--- config.mk ---
export PLATFORM = sky130hd
export DESIGN_NAME = kpn_fixed_addsub_node
export DESIGN_NICKNAME = d
export VERILOG_FILES = /design/src/rtl/kpn_fixed_addsub_node.sv
export SDC_FILE = /design/constraint.sdc
export NUM_CORES = 1
export LEC_CHECK = 0
export ABC_AREA = 1
export BUFFER_PORTS_ARGS = -buffer_cell sky130_fd_sc_hd__buf_4
export CAP_MARGIN = 5
export CORE_AREA = 2 2 85 87
export DETAILED_ROUTE_END_ITERATION = 12
export DIE_AREA = 0 0 87 89
export PLACE_DENSITY = 0.71
export SLEW_MARGIN = 25
export SYNTH_ARGS = -nofsm -noshare
export SYNTH_HDL_FRONTEND = slang
export SYNTH_SLANG_ARGS = --single-unit
--- constraint.sdc ---
create_clock -name clk -period 1.7 [get_ports clk]
set_input_delay 0.425 -clock clk [delete_from_list [all_inputs] [get_ports clk]]
set_output_delay 0.425 -clock clk [all_outputs]
set_load 0.03 [all_outputs]
--- src/rtl/kpn_fixed_addsub_node.sv ---
// kpn_fixed_addsub_node
//   KPN process node. It pops one token from each of two input FIFOs and
//   adds or subtracts them as signed two's-complement fixed-point values.
//   It then pushes the result to one output FIFO. The fraction point is
//   implicit and identical on all ports, so no alignment is done.
//
// Ports:
//   clk, rst_n          rising-edge clock, asynchronous active-low reset
//   entry_1, entry_2    FIFO data, valid in the cycle after rd_1/rd_2
//   empty_1, empty_2    input FIFO empty flags
//   full_out            output FIFO full flag
//   mode                0: entry_1 + entry_2, 1: entry_1 - entry_2
//   rd_1, rd_2          pop strobes (registered, high only in READ)
//   wr                  push strobe (WRITE and not full_out)
//   output_1            registered result token
//   overflow            sticky overflow flag, cleared only by reset
//   token_count         count of tokens written, wraps
//
// Build option:
//   KPN_ADDSUB_SATURATE_EN  when defined, an overflowing result clamps to
//                           the most-positive or most-negative value.
//                           When undefined, the result wraps modulo 2^WIDTH.

module kpn_fixed_addsub_node #(
    parameter int WIDTH       = 16,
    parameter int COUNT_WIDTH = 16
) (
    input  logic                   clk,
    input  logic                   rst_n,
    input  logic [WIDTH-1:0]       entry_1,
    input  logic [WIDTH-1:0]       entry_2,
    input  logic                   empty_1,
    input  logic                   empty_2,
    input  logic                   full_out,
    input  logic                   mode,
    output logic                   rd_1,
    output logic                   rd_2,
    output logic                   wr,
    output logic [WIDTH-1:0]       output_1,
    output logic                   overflow,
    output logic [COUNT_WIDTH-1:0] token_count
);

    typedef enum logic [1:0] {
        IDLE    = 2'd0,
        READ    = 2'd1,
        CAPTURE = 2'd2,
        WRITE   = 2'd3
    } state_t;

    state_t                 state_q, state_d;
    logic                   rd_q;
    logic [WIDTH-1:0]       out_q;
    logic                   ovf_q;
    logic [COUNT_WIDTH-1:0] cnt_q;

    logic [WIDTH:0]         a_ext, b_ext, sum;
    logic                   ovf;
    logic [WIDTH-1:0]       result;

    always_comb begin
        state_d = state_q;
        case (state_q)
            IDLE:    if (!empty_1 && !empty_2) state_d = READ;
            READ:    state_d = CAPTURE;
            CAPTURE: state_d = WRITE;
            WRITE:   if (!full_out) state_d = IDLE;
            default: state_d = IDLE;
        endcase
    end

    // Sign-extend both operands to WIDTH+1 bits so the extra bit holds the true sign.
    // Overflow is then simply a disagreement between the top two bits. This covers
    // the add rule and the subtract rule.
    always_comb begin
        a_ext  = {entry_1[WIDTH-1], entry_1};
        b_ext  = {entry_2[WIDTH-1], entry_2};
        sum    = mode ? (a_ext - b_ext) : (a_ext + b_ext);
        ovf    = sum[WIDTH] ^ sum[WIDTH-1];
`ifdef KPN_ADDSUB_SATURATE_EN
        if (ovf)
            result = sum[WIDTH] ? {1'b1, {(WIDTH-1){1'b0}}} : {1'b0, {(WIDTH-1){1'b1}}};
        else
            result = sum[WIDTH-1:0];
`else
        result = sum[WIDTH-1:0];
`endif
    end

    assign wr = (state_q == WRITE) & ~full_out;

    always_ff @(posedge clk or negedge rst_n) begin
        if (!rst_n) begin
            state_q <= IDLE;
            rd_q    <= 1'b0;
            out_q   <= '0;
            ovf_q   <= 1'b0;
            cnt_q   <= '0;
        end else begin
            state_q <= state_d;
            // Register the strobe from the next state so it is high exactly while in READ.
            rd_q    <= (state_d == READ);
            if (state_q == CAPTURE) begin
                out_q <= result;
                ovf_q <= ovf_q | ovf;
            end
            if (wr) cnt_q <= cnt_q + 1'b1;
        end
    end

    assign rd_1        = rd_q;
    assign rd_2        = rd_q;
    assign output_1    = out_q;
    assign overflow    = ovf_q;
    assign token_count = cnt_q;

endmodule

==> out/metrics.cfg <==
[run_status]
status = finished, violations left
violations = negative setup slack

[drt]
dr_wl_met3_um = 298
routed_wl_um = 7170
wl_met1_um = 3250
routed.top_layer = met4
drt_first_pass_iters = 4
ant_nets = 0
viasPerCell = 4.71
drcViolationCount = 0
wl_per_cell_um = 11.7
drtIter0Drc = 98
dr_wl_met2_um = 3540
vias = 2899

[clock_tree]
clk_pin_slew_worst_paths_ns = 0.07
clk_latency_ns = 0.28
root_buffer = clkbuf_8
cts_tree = done
clockBufferDepth = 2
cts.sinks = 36
htree_levels = 2
cts_buffers = 5
ctsHoldBuffers = 0

[synth]
yosys-top-cells-area = dfrtp_1 32%, nand2_1 15%, ha_1 8.1%
yosys.cell_types.count = 29
yosysMostFrequentCell = nand2_1
synthTopCellsByCount = 112 x nand2_1, 56 x inv_1, 36 x dfrtp_1, 29 x nor2_1, 26 x nand3_1
synth_nets = 445
synth_seq_cells = 36
netlist_instances = 388
synth-edff-count = 0
synth_top_area_share = 0.323
synth_area_leader_cell = dfrtp_1
ys_seq_area_frac = 0.323
ys.flop_type = dfrtp_1
synthArstFlopShare = 1.00
yosys_warnings = 0
netlist_area_um2 = 2790
syn_area_per_cell_um2 = 7.19

[final_layout]
fillers = 528
final_cells = 615
nets = 591
multi_input_area_um2 = 2140
area_growth_pct = 65.7
seq_area_um2 = 901
final_layout_size_suffix_gt1_frac = 0.493
final_cell_area_um2 = 4620
antennaDiodeCount = 0

[worst_setup_path]
crit_type = input pin to flip-flop
cp.required_ns = 1.88
startpoint_type = input pin
cpPeakStageDelay_ns = 0.31
cp_slowest_cell = ha_4
crit_buf_inv = 4
crit_path_end_kind = flip-flop
cpMostUsedCell = nand2_1
cp.arrival_ns = 2.56
path_delay_family = simple AND/OR/NAND/NOR gates
crit_path_cell_trace = buf_4 -> inv_1 -> nand2_2 -> o31ai_2 -> nand2_2 -> nor2_4 -> nand2_2 -> xor2_1 -> inv_1 -> ha_4 -> nand2_2 -> nor2_4 -> inv_1 -> nor2_2 -> nand2_1 -> nand2_1 -> nand2_1 -> nand2_1 -> nand2_1 -> nand3_1 -> nand2_1
cp_max_fo = 4

[sta]
skew_ns = 0.00651
slew_violations = 0
layout_worst_path_cycle_share = 1.40
grt_setup_unrepaired = yes
layout_setup_ws_ns = -0.676
tns_ns = -6.37
finalCriticalPeriod_ns = 2.38
fmax_mhz = 421
tightest_slew_ns = 0.647
relSlewSlack = 0.568
holdWs_ns = 0.0833
finalHoldViolations = 0
finalSetupViolCount = 13

[place]
dp_hpwl_um = 5490
place_congestion = 0.835
portBuffers = 73
placed_area_um2 = 4070
dp.cells = 598

[power_and_ir_drop]
internal_power_mw = 2.74
power_density_nw_per_um2 = 1050
clkPwrFrac = 0.151
combPwrFrac = 0.576
power_switching_mw = 2.11
peakVddDrop_mv = 0.598
swShare = 0.435
report.power.total_mw = 4.86
p_leak_nw = 2.36
seq_power_share = 0.272

[global_routing]
antenna_found_initial = 0
overflow = 0
grt_max_degree = 37
grt_pass1_vias = 2725
track_usage = 0.183
grt_pass1_wl_um = 11500

[flow_run]
drv_cap = 0

[floorplan]
core_um2 = 6720
fp.dieH_um = 89
boundaryPins = 74
die_area_um2 = 7740
placementRows = 30
initial_core_util = 0.415
die_x_um = 87

[min_path]
min_path_type = input pin to async pin

-- registers in the layout, indices dropped and copies added, names as in the netlist --
signal       flops
output_1        16
token_count     16
state_q          2
overflow         1
rd_1             1
-- cell families (layout without fill, tap and decap cells) --
| logic type | Yosys count | in the layout | synth area share |
|---|---|---|---|
| DFF | 36 | 36 | 0.323 |
| buffers and inverters | 63 | 210 | 0.0883 |
| and+or+nand+nor | 189 | 189 | 0.301 |
| AOI/OAI and AO/OA | 44 | 44 | 0.0843 |
| xor gates and xnor gates | 37 | 37 | 0.116 |
| adders and majority gates | 19 | 19 | 0.0879 |
-- path summary, 6_finish.rpt --
kind                                startpoint               to  slack (ns)  depth (start not counted)
worst max-delay path                entry_2[6]         overflow       -0.68                         21
worst min-delay path                     rst_n       state_q[0]        0.08                          1
worst max register to register  token_count[0]  token_count[12]        0.21                          7
worst min register to register     output_1[1]      output_1[1]        0.48                          2
max in group asynchronous                rst_n   token_count[3]        1.31                          1
min in group clk                       empty_2             rd_1        0.39                          3
-- power by group through the flow --
stage | Combinational [mW] | Clock [mW] | Sequential (mW)
2_1_floorplan | 1.06 | 0 | 1.79
3_3_place_gp | 2.44 | 0 | 1.32
3_5_place_dp | 2.48 | 0 | 1.34
4_1_cts | 2.59 | 0.756 | 1.32
5_1_grt | 3.06 | 0.804 | 1.36
6_report | 2.80 | 0.736 | 1.32
-- routing by layer --
metal	global-route usage	up-vias
li1	-	1516
met1	0.232	1301
met2	0.320	75
met3	0.0259	7
met4	0.0582	0
met5	0	-
-- layout make-up --
type                            instances  area share
Tap cell                               80      0.0216
Clock buffer                            5      0.0149
Inverter                               57      0.0501
Sequential cell                        36       0.195
Timing Repair Buffer                  145       0.247
Clock inverter                          3     0.00920
Multi-Input combinational cell        289       0.462
-- worst register-to-register path, cell delays in order (launching register included) --
cell and delay (ns):
dfrtp_1 0.42, ha_1 0.17, inv_1 0.06, nor2_4 0.15
nand4_4 0.11, nor2_4 0.16, nand4_1 0.14, xnor2_1 0.16
-- cells in the final DEF (no fill, tap or decap), drive strengths merged --
cell type,instances
buf,145
a21oi,12
nor2,36
xor2,19
bufinv,1
xnor2,18
clkbuf,5
nand3,27
or2,3
nand2,113
nand3b,1
fa,1
o31ai,2
inv,57
nor3,2
clkinv,1
dfrtp,36
o21ai,25
o21bai,3
nand4,6
nor4,1
a31oi,2
clkinvlp,1
ha,18
-- metrics by stage --
step                      utilization  setup slack (ns)
after global routing            0.688            -0.867
after floorplan                     -            -0.667
after CTS                       0.647            -0.583
after detailed placement        0.605             -1.04
after global placement          0.605            -0.945
final                           0.688            -0.676
-- repair_timing --
action,CTS,global route
pin swaps,38,31
resized for setup,43,59
endpoints found under the setup margin,13,14
gates cloned,0,0
buffers inserted,2,7
Power figures use the tool's default switching activity.
